File: src/rtl/rf_write_arbiter_if.sv
// Writeback-side bundle for rf_write_arbiter: two write requesters, COUT update,
// and the register-file-facing write stage plus status outputs.
interface rf_write_arbiter_if #(
  parameter int COUNT = 3,
  parameter int DW    = 8,
  parameter int CW    = 8
) ();
  localparam int AW = COUNT - 1;
  localparam int NR = 2 ** AW;

  logic          hold;
  logic          a_valid;
  logic [AW-1:0] a_addr;
  logic [DW-1:0] a_data;
  logic          a_ready;
  logic          b_valid;
  logic [AW-1:0] b_addr;
  logic [DW-1:0] b_data;
  logic          b_ready;
  logic          cout_req;
  logic [DW-1:0] cout_in;
  logic          write_enable;
  logic [AW-1:0] write_addr;
  logic [DW-1:0] write_data;
  logic          cout_write_enable;
  logic [DW-1:0] cout_data;
  logic [NR-1:0] pending_mask;
  logic          last_grant;
  logic [CW-1:0] conflict_cnt;

  modport slave (
    input  hold, a_valid, a_addr, a_data, b_valid, b_addr, b_data, cout_req, cout_in,
    output a_ready, b_ready, write_enable, write_addr, write_data,
           cout_write_enable, cout_data, pending_mask, last_grant, conflict_cnt
  );

  modport master (
    output hold, a_valid, a_addr, a_data, b_valid, b_addr, b_data, cout_req, cout_in,
    input  a_ready, b_ready, write_enable, write_addr, write_data,
           cout_write_enable, cout_data, pending_mask, last_grant, conflict_cnt
  );
endinterface

File: src/rtl/rf_write_arbiter.sv
// Round-robin arbiter sharing the register file's general write port between
// ALU (A) and load (B) writeback, with a registered write stage and COUT alignment.
module rf_write_arbiter #(
  parameter int COUNT = 3,
  parameter int DW    = 8,
  parameter int CW    = 8
) (
  input  logic                clk,
  input  logic                reset,
  rf_write_arbiter_if.slave   bus
);
  localparam int AW = COUNT - 1;
  localparam int NR = 2 ** AW;

  logic          we_q, we_d;
  logic [AW-1:0] addr_q, addr_d;
  logic [DW-1:0] data_q, data_d;
  logic          cwe_q, cwe_d;
  logic [DW-1:0] cdata_q, cdata_d;
  logic          last_grant_q, last_grant_d;
  logic [CW-1:0] conflict_q, conflict_d;

  logic          open;
  logic          a_gnt, b_gnt, contend;
  logic [NR-1:0] mask;

  // Grants are withheld during reset so nothing is accepted that would be dropped.
  always_comb begin
    open    = ~reset & ~bus.hold;
    a_gnt   = open & bus.a_valid & (~bus.b_valid | last_grant_q);
    b_gnt   = open & bus.b_valid & (~bus.a_valid | ~last_grant_q);
    contend = open & bus.a_valid & bus.b_valid;
  end

  always_comb begin
    we_d         = 1'b0;
    addr_d       = addr_q;
    data_d       = data_q;
    last_grant_d = last_grant_q;
    conflict_d   = conflict_q;
    cwe_d        = bus.cout_req;
    cdata_d      = cdata_q;
    if (a_gnt) begin
      we_d         = 1'b1;
      addr_d       = bus.a_addr;
      data_d       = bus.a_data;
      last_grant_d = 1'b0;
    end else if (b_gnt) begin
      we_d         = 1'b1;
      addr_d       = bus.b_addr;
      data_d       = bus.b_data;
      last_grant_d = 1'b1;
    end
    if (contend && conflict_q != {CW{1'b1}}) conflict_d = conflict_q + CW'(1);
    if (bus.cout_req) cdata_d = bus.cout_in;
  end

  always_ff @(posedge clk) begin
    if (reset) begin
      we_q         <= 1'b0;
      addr_q       <= '0;
      data_q       <= '0;
      cwe_q        <= 1'b0;
      cdata_q      <= '0;
      last_grant_q <= 1'b1;
      conflict_q   <= '0;
    end else begin
      we_q         <= we_d;
      addr_q       <= addr_d;
      data_q       <= data_d;
      cwe_q        <= cwe_d;
      cdata_q      <= cdata_d;
      last_grant_q <= last_grant_d;
      conflict_q   <= conflict_d;
    end
  end

  always_comb begin
    mask = '0;
    if (we_q) mask[addr_q] = 1'b1;
  end

  assign bus.a_ready           = a_gnt;
  assign bus.b_ready           = b_gnt;
  assign bus.write_enable      = we_q;
  assign bus.write_addr        = addr_q;
  assign bus.write_data        = data_q;
  assign bus.cout_write_enable = cwe_q;
  assign bus.cout_data         = cdata_q;
  assign bus.pending_mask      = mask;
  assign bus.last_grant        = last_grant_q;
  assign bus.conflict_cnt      = conflict_q;
endmodule

File: src/flat_wrapper.sv
// flat-port wrapper written by rule: the top's interface ports become plain ports
module rf_write_arbiter_flat 
#(
  parameter int COUNT = 3,
  parameter int DW    = 8,
  parameter int CW    = 8
)
  (clk, reset, bus_hold, bus_a_valid, bus_a_addr, bus_a_data, bus_b_valid, bus_b_addr, bus_b_data, bus_cout_req, bus_cout_in, bus_a_ready, bus_b_ready, bus_write_enable, bus_write_addr, bus_write_data, bus_cout_write_enable, bus_cout_data, bus_pending_mask, bus_last_grant, bus_conflict_cnt);
  rf_write_arbiter_if #(.COUNT(COUNT), .DW(DW), .CW(CW)) bus_i ();
  input  logic clk;
  input  logic reset;
  input wire logic [$bits(bus_i.hold)-1:0] bus_hold;
  input wire logic [$bits(bus_i.a_valid)-1:0] bus_a_valid;
  input wire logic [$bits(bus_i.a_addr)-1:0] bus_a_addr;
  input wire logic [$bits(bus_i.a_data)-1:0] bus_a_data;
  input wire logic [$bits(bus_i.b_valid)-1:0] bus_b_valid;
  input wire logic [$bits(bus_i.b_addr)-1:0] bus_b_addr;
  input wire logic [$bits(bus_i.b_data)-1:0] bus_b_data;
  input wire logic [$bits(bus_i.cout_req)-1:0] bus_cout_req;
  input wire logic [$bits(bus_i.cout_in)-1:0] bus_cout_in;
  output wire logic [$bits(bus_i.a_ready)-1:0] bus_a_ready;
  output wire logic [$bits(bus_i.b_ready)-1:0] bus_b_ready;
  output wire logic [$bits(bus_i.write_enable)-1:0] bus_write_enable;
  output wire logic [$bits(bus_i.write_addr)-1:0] bus_write_addr;
  output wire logic [$bits(bus_i.write_data)-1:0] bus_write_data;
  output wire logic [$bits(bus_i.cout_write_enable)-1:0] bus_cout_write_enable;
  output wire logic [$bits(bus_i.cout_data)-1:0] bus_cout_data;
  output wire logic [$bits(bus_i.pending_mask)-1:0] bus_pending_mask;
  output wire logic [$bits(bus_i.last_grant)-1:0] bus_last_grant;
  output wire logic [$bits(bus_i.conflict_cnt)-1:0] bus_conflict_cnt;
  assign bus_i.hold = bus_hold;
  assign bus_i.a_valid = bus_a_valid;
  assign bus_i.a_addr = bus_a_addr;
  assign bus_i.a_data = bus_a_data;
  assign bus_i.b_valid = bus_b_valid;
  assign bus_i.b_addr = bus_b_addr;
  assign bus_i.b_data = bus_b_data;
  assign bus_i.cout_req = bus_cout_req;
  assign bus_i.cout_in = bus_cout_in;
  assign bus_a_ready = bus_i.a_ready;
  assign bus_b_ready = bus_i.b_ready;
  assign bus_write_enable = bus_i.write_enable;
  assign bus_write_addr = bus_i.write_addr;
  assign bus_write_data = bus_i.write_data;
  assign bus_cout_write_enable = bus_i.cout_write_enable;
  assign bus_cout_data = bus_i.cout_data;
  assign bus_pending_mask = bus_i.pending_mask;
  assign bus_last_grant = bus_i.last_grant;
  assign bus_conflict_cnt = bus_i.conflict_cnt;
  rf_write_arbiter #(.COUNT(COUNT), .DW(DW), .CW(CW)) u_core (.clk(clk), .reset(reset), .bus(bus_i));
endmodule
File: config.mk
export PLATFORM = sky130hd
export DESIGN_NAME = rf_write_arbiter_flat
export DESIGN_NICKNAME = d
export VERILOG_FILES = /design/src/rtl/rf_write_arbiter_if.sv /design/src/rtl/rf_write_arbiter.sv /design/src/flat_wrapper.sv
export SDC_FILE = /design/constraint.sdc
export NUM_CORES = 1
export LEC_CHECK = 0
export BUFFER_PORTS_ARGS = -buffer_cell sky130_fd_sc_hd__buf_4
export CAP_MARGIN = 20
export CORE_MARGIN = 2
export CORE_UTILIZATION = 40
export DETAILED_ROUTE_END_ITERATION = 16
export GPL_TIMING_DRIVEN = 0
export PLACE_DENSITY = 0.71
export SLEW_MARGIN = 20
export SYNTH_ARGS = -nofsm -noshare
export SYNTH_HDL_FRONTEND = slang
export SYNTH_SLANG_ARGS = --single-unit
File: constraint.sdc
create_clock -name clk -period 3.2 [get_ports clk]
set_clock_uncertainty 0.15 [all_clocks]
set_input_delay 0.16 -clock clk [delete_from_list [all_inputs] [get_ports clk]]
set_output_delay 0.16 -clock clk [all_outputs]
set_load 0.02 [all_outputs]
**Word level (Yosys, flattened, before mapping)**

Cells that the tools add are included.

- Register bits: 29
- Input port bits: 34
- Output and inout port bits: 35
- Logic and storage cells: 38

- $add $sub $neg: 1
- Order comparisons: 2
- Eq/ne operators: 1
- Muxes and demuxes: 11
- Bitwise operators: 13
- Reduce and logical (&&, ||, !) cells: 3

Operators with widths:

| kind | count |
|---|---|
| $mux W8 | 2 |
| $add A8 B1 Y8 const B | 1 |
| $ne A8 B8 Y1 const B | 1 |
| $and A1 B1 Y1 | 6 |
| $mux W1 | 5 |
| $not A1 Y1 | 5 |
| $mux W2 | 2 |
| $mux W4 | 1 |
| $lt A2 B3 Y1 const B | 1 |
| $demux W1 S2 | 1 |
| $ge A2 B1 Y1 const B | 1 |
| $logic_and A1 B1 Y1 | 2 |
| $or A1 B1 Y1 | 2 |
| $reduce_bool A2 Y1 | 1 |

**Logic depth before layout (Yosys ltp)**

- Word-level depth: 6
- Depth in mapped cells: 4
- Mapped depth without buffers: 4

**Worst setup path before layout**

OpenSTA, ideal clock, no wires.

- Path type: register -> register
- Start: reg u_core.conflict_q[0], in the netlist u_core.bus.conflict_cnt[0]
- End: reg u_core.conflict_q[1], in the netlist u_core.bus.conflict_cnt[1]
- Library setup time: 123 ps
- Data arrival time: 1,456 ps
- Required time: 2,927 ps
- Path slack: 1,471 ps
- Stages on the path, launching flop included: 5
- Buffers on the path: 0
- Clock period less this slack: 1,729 ps
- Cell sequence: dfxtp_1 -> ha_1 -> nand4_1 -> o21ai_1 -> mux2_1

- Longest elaborated chain between the ends: 2
- Elaborated cells between the ends (all ways): 3

Ends and longest elaborated chain:

| item | RTL line | RTL |
|---|---|---|
| start, declared | rf_write_arbiter.sv:21 | `logic [CW-1:0] conflict_q, conflict_d;` |
| start signal, assigned | rf_write_arbiter.sv:74 | `conflict_q <= conflict_d;` |
| branches (longest 2 deep; another with $add A8 B1 Y8) | n/a |  |

Several ways; the timed one is not identified.
A chain may end at the register's enable or synchronous reset.

**Worst setup path in the final report**

- Start: in bus_b_valid
- End: reg u_core.addr_q[1], in the netlist u_core.bus.write_addr[1]

- Longest elaborated chain between the ends: 4
- Elaborated cells between the ends (all ways): 7

Ends and longest elaborated chain:

| item | RTL line | RTL |
|---|---|---|
| start, declared | flat_wrapper.sv:16 | `input wire logic [$bits(bus_i.b_valid)-1:0] bus_b_valid;` |
| $not A1 Y1 | rf_write_arbiter.sv:30 | `a_gnt = open & bus.a_valid & (~bus.b_valid \| last_grant_q);` |
| $or A1 B1 Y1 | rf_write_arbiter.sv:30 |  |
| $and A1 B1 Y1 | rf_write_arbiter.sv:30 |  |
| $mux W2 / $reduce_bool A2 Y1 (equally long branches) | n/a |  |
| end signal, assigned | rf_write_arbiter.sv:69 | `addr_q <= addr_d;` |
| end, declared | rf_write_arbiter.sv:16 | `logic [AW-1:0] addr_q, addr_d;` |

Several ways; a longest one is shown, not always the timed one.

==> results by stage <==
STA:
- The number of failing hold endpoints at the final stage was 0.
- The transition time at the pin with the least slew margin is 0.679 ns.
- The number of max-slew violations in the final report is 0.
- Setup repair after global routing left no endpoint under its margin.
- The smallest clock period supported by the final layout is computed as approximately 2.2 ns.
- The portion of the clock cycle consumed by the worst path in the final layout is 67.4%.
- The worst-case headroom to the max-slew limit is a little over half.
- The number of setup violations in the final report is 0.
- Based on the critical path, the design can be clocked at up to between 400 and 500 MHz.
- Hold is met by 0.0449 ns.
- The sum of negative setup slack is 0 ns.

Yosys:
- The most frequently used flop master after synthesis is dfxtp_1.
- By instance count, the leading cell after synthesis is dfxtp_1.
- The post-synthesis average cell area is about 9.4 sq um.
- The number of flip-flops and latches in the synthesized netlist is 29.
- The commonest cells after synthesis are dfxtp_1 (29), nor3_1 (19), nor2_1 (14).
- Sequential cells were found to cover about two fifths of the synthesized design area.
- Synthesis handed over a netlist of 149 instances.
- The leading area contributor after synthesis is dfxtp_1.
- The number of nets in the synthesized netlist is 184.
- The number of synthesis warnings is 0.
- The mapped cell area is 1390 sq um.
- The number of distinct library cells after synthesis is 36.
- The synthesized design devotes to its leading area cell type 41.7% of total area.
- The async set or reset register ratio after synthesis is 0%.
- The number of enable flip-flop cells after synthesis is 0.
- By area the synthesized netlist is led by dfxtp_1 (42%), a2111oi_2 (8.6%), mux2i_1 (7.9%).

Worst setup path:
- The type of element capturing the critical path is a register.
- The peak fanout along the critical path is 10.
- The launch instance of the worst register-to-register path is u_core.bus.last_grant.
- The family with the most delay on the worst path is buffers and inverters.
- In this run the critical register-to-register path is captured at u_core.bus.write_addr[1].
- The critical path buffer and inverter count is 3.
- The signal arrival time at the worst endpoint is 2.29 ns.
- The depth of the most critical reg-to-reg path is 5.
- Traced cell by cell, the critical path runs through dlygate4sd3_1 > buf_4 > nor2_1 > nor2_1 > o221ai_1 > dlygate4sd3_1.
- The class of the most critical setup path is primary input to register.
- The cell with the largest stage delay on the worst path is dlygate4sd3_1.
- The data required time of the critical path is about 3.3 ns.
- The worst setup path is launched from a primary input.
- The delay contributed by the slowest stage of the critical path is 0.58 ns.
- The setup slack on the worst flop-to-flop path is roughly 1.3 ns.

Floorplanning:
- The die height is 63.0 um.
- After floorplanning, the core was divided into 21 placement rows.
- The initial utilization of the core area, before any placement, comes to a little over two fifths.
- The overall die width is around 63 um.
- The overall die area is around 4000 sq um.
- between 60 and 70 I/O pins were placed.
- The floorplan core area is about 3300 sq um.

Worst hold path:
- The worst hold path was traced through 3 stages.
- In this run the most critical hold path is launched from bus_a_valid.
- The hold path endpoint is u_core.bus.last_grant.
- The kind of path behind the tightest hold check is primary input to register.

Global routing:
- For this run, the total global-route usage over all layers was measured as around a fifth.
- The number of global-route vias before repair came to around 1500.
- The first-pass GRT wire length is 6690 um.
- The residual overflow from global routing is 0.
- The initial antenna violation count came to 0.
- The maximum number of pins on one net before global-route repair is 11.

Clock tree:
- The clock latency on the worst-skew pair is 0.33 ns.
- The largest buffer count on any clock path is 2.
- The deepest level of the CTS H-tree is 2.
- Post-CTS repair changed the size of 0 cells.
- The cell sitting at the root of the clock tree is a clkbuf_4.
- TritonCTS built the clock tree.
- CTS saw 29 sinks.
- Hold repair after CTS inserted 11 buffers.
- The clock transition at the registers of the reported paths is roughly 0.10 ns.
- In this run, CTS created clock tree buffers numbering 5.
- In this run the post-CTS setup repair buffer count came out at 0.

Detailed routing:
- The count of nets left with antenna violations once routing finished came out at 0.
- Summed over all layers, the routed wires come to 3820 um.
- The routed layout has around 1500 vias.
- Dividing the detail-routed wire length by the instance count gives about 14 um.
- The detailed router finished its first iteration with roughly 120 violations.
- Dividing the detail-routed via count by the number of cells gives roughly 5.3.
- The pre-antenna-repair detailed-routing pass consisted of 4 iterations.
- For this run, design rule violations remaining after detail routing come to 0.

Finish:
- The number of antenna repair diodes is 0.
- At the end of the flow, the number of nets in the layout was between 200 and 300.
- The number of fillers in the final layout is approximately 300.
- The synthesis-to-layout area growth is 52.1%.
- The ratio of cells with drive above 1 in the final layout is 36.6%.
- Once layout is complete, the cells apart from fillers number ~280.

Power:
- Summed over all cells, the static leakage comes to between 0.9 and 1 nW.
- The worst voltage drop across the vdd grid is approximately 0.28 mV.
- For this design the ratio of total power to cell area is around 370 nW/um^2.

Placement:
- The count of input and output buffers is 67.
- Routability-driven placement finished with a final weighted congestion of about 0.86.
- Detailed placement finished with a half-perimeter wire length of 2770 um.
- After detailed placement, the design holds a cell count of roughly 260.

Flow run:
- The number of max-cap violations is 0.

Run status:
- The flow ran to the end, and the final reports show no timing, DRC or antenna violations.
cells by family (layout without fill, tap and decap cells):
| group | Yosys count | count (layout) | synth area share (%) |
|---|---|---|---|
| AO/OA/AOI/OAI | 33 | 33 | 20.8 |
| flip-flops | 29 | 29 | 41.7 |
| multiplexers | 12 | 12 | 8.71 |
| adder cells (fa/ha/maj) | 1 | 1 | 0.898 |
| AND/OR/NAND/NOR | 61 | 61 | 23.7 |
| buffers and inverters | 13 | 99 | 4.22 |
flip-flops by register name (all words and copies together), names as in the netlist:
signal,cells
u_core.bus.conflict_cnt,8
u_core.bus.cout_data,8
u_core.bus.write_data,8
u_core.bus.write_addr,2
u_core.bus.cout_write_enable,1
u_core.bus.last_grant,1
u_core.bus.write_enable,1
per-layer routing:
layer	routed length, um	GRT usage, %	part of all wire, %	vias to the layer above
li1	-	-	-	734
met5	0	0	0	-
met4	51	7.22	1.3	0
met1	1560	23.6	41	673
met2	1870	36.4	49	63
met3	333	8.47	8.7	7
cells in the final DEF, fill, tap and decap left out, drive strengths merged, types with 2 or more instances in the layout:
cell type,count
a311oi,3
and3,3
a21oi,11
dlygate4sd3,11
mux2i,11
nand2,3
dfxtp,29
a41oi,2
nor3,19
nand2b,5
and4,2
buf,71
a2111oi,9
or2,3
o211ai,2
clkinv,2
nor2b,3
clkbuf,12
and2,2
nor3b,2
inv,2
nor2,14
worst reg2reg max path: stages, from the launching register on:
cell and delay (ns):
dfxtp_1 0.36, nor2b_1 0.16, clkbuf_1 0.37, o2111ai_1 0.15, o221ai_1 0.11, dlygate4sd3_1 0.58
how the worst max path moves through the flow:
stage	end	cells past startpoint	slack (ns)	startpoint
after floorplan	u_core.bus.conflict_cnt[1]	4	1.47	u_core.bus.conflict_cnt[0]
after global placement	u_core.bus.conflict_cnt[1]	4	1.45	u_core.bus.conflict_cnt[0]
after detailed placement	u_core.bus.conflict_cnt[1]	4	1.40	u_core.bus.conflict_cnt[0]
after CTS	u_core.bus.write_addr[1]	6	1.11	bus_b_valid
after global routing	u_core.bus.write_addr[1]	6	1.00	bus_b_valid
final	u_core.bus.write_addr[1]	6	1.04	bus_b_valid
report_power, final:
part | total [W] | switching (W) | internal (W)
clock network | 0.000219 | 0.000137 | 0.0000826
registers | 0.000391 | 0.0000128 | 0.000379
logic | 0.000171 | 0.0000840 | 0.0000871
metrics by stage:
step,utilization (%),total power (W),setup WS [ns],instance area (sq um)
finish,63.5,0.000782,1.04,2120
CTS,63.5,0.000790,1.11,2120
detailed placement,58.6,0.000560,1.40,1950
global placement,58.6,0.000555,1.45,1950
global route,63.5,0.000826,1.00,2120
floorplan,-,0.000482,1.47,1390
area by class of cell:
class / instances / area [sq um] / share of cell area (%)
plain buffers: 11 / 51.3 / 2.42
clock buffers: 5 / 37.5 / 1.77
clock inverters: 3 / 17.5 / 0.826
inverters: 2 / 7.51 / 0.354
multi-input cells: 107 / 754 / 35.6
flip-flops and latches: 29 / 581 / 27.4
well taps: 46 / 57.6 / 2.72
repair buffers: 78 / 613 / 28.9
(Power assumes the default switching activity.)
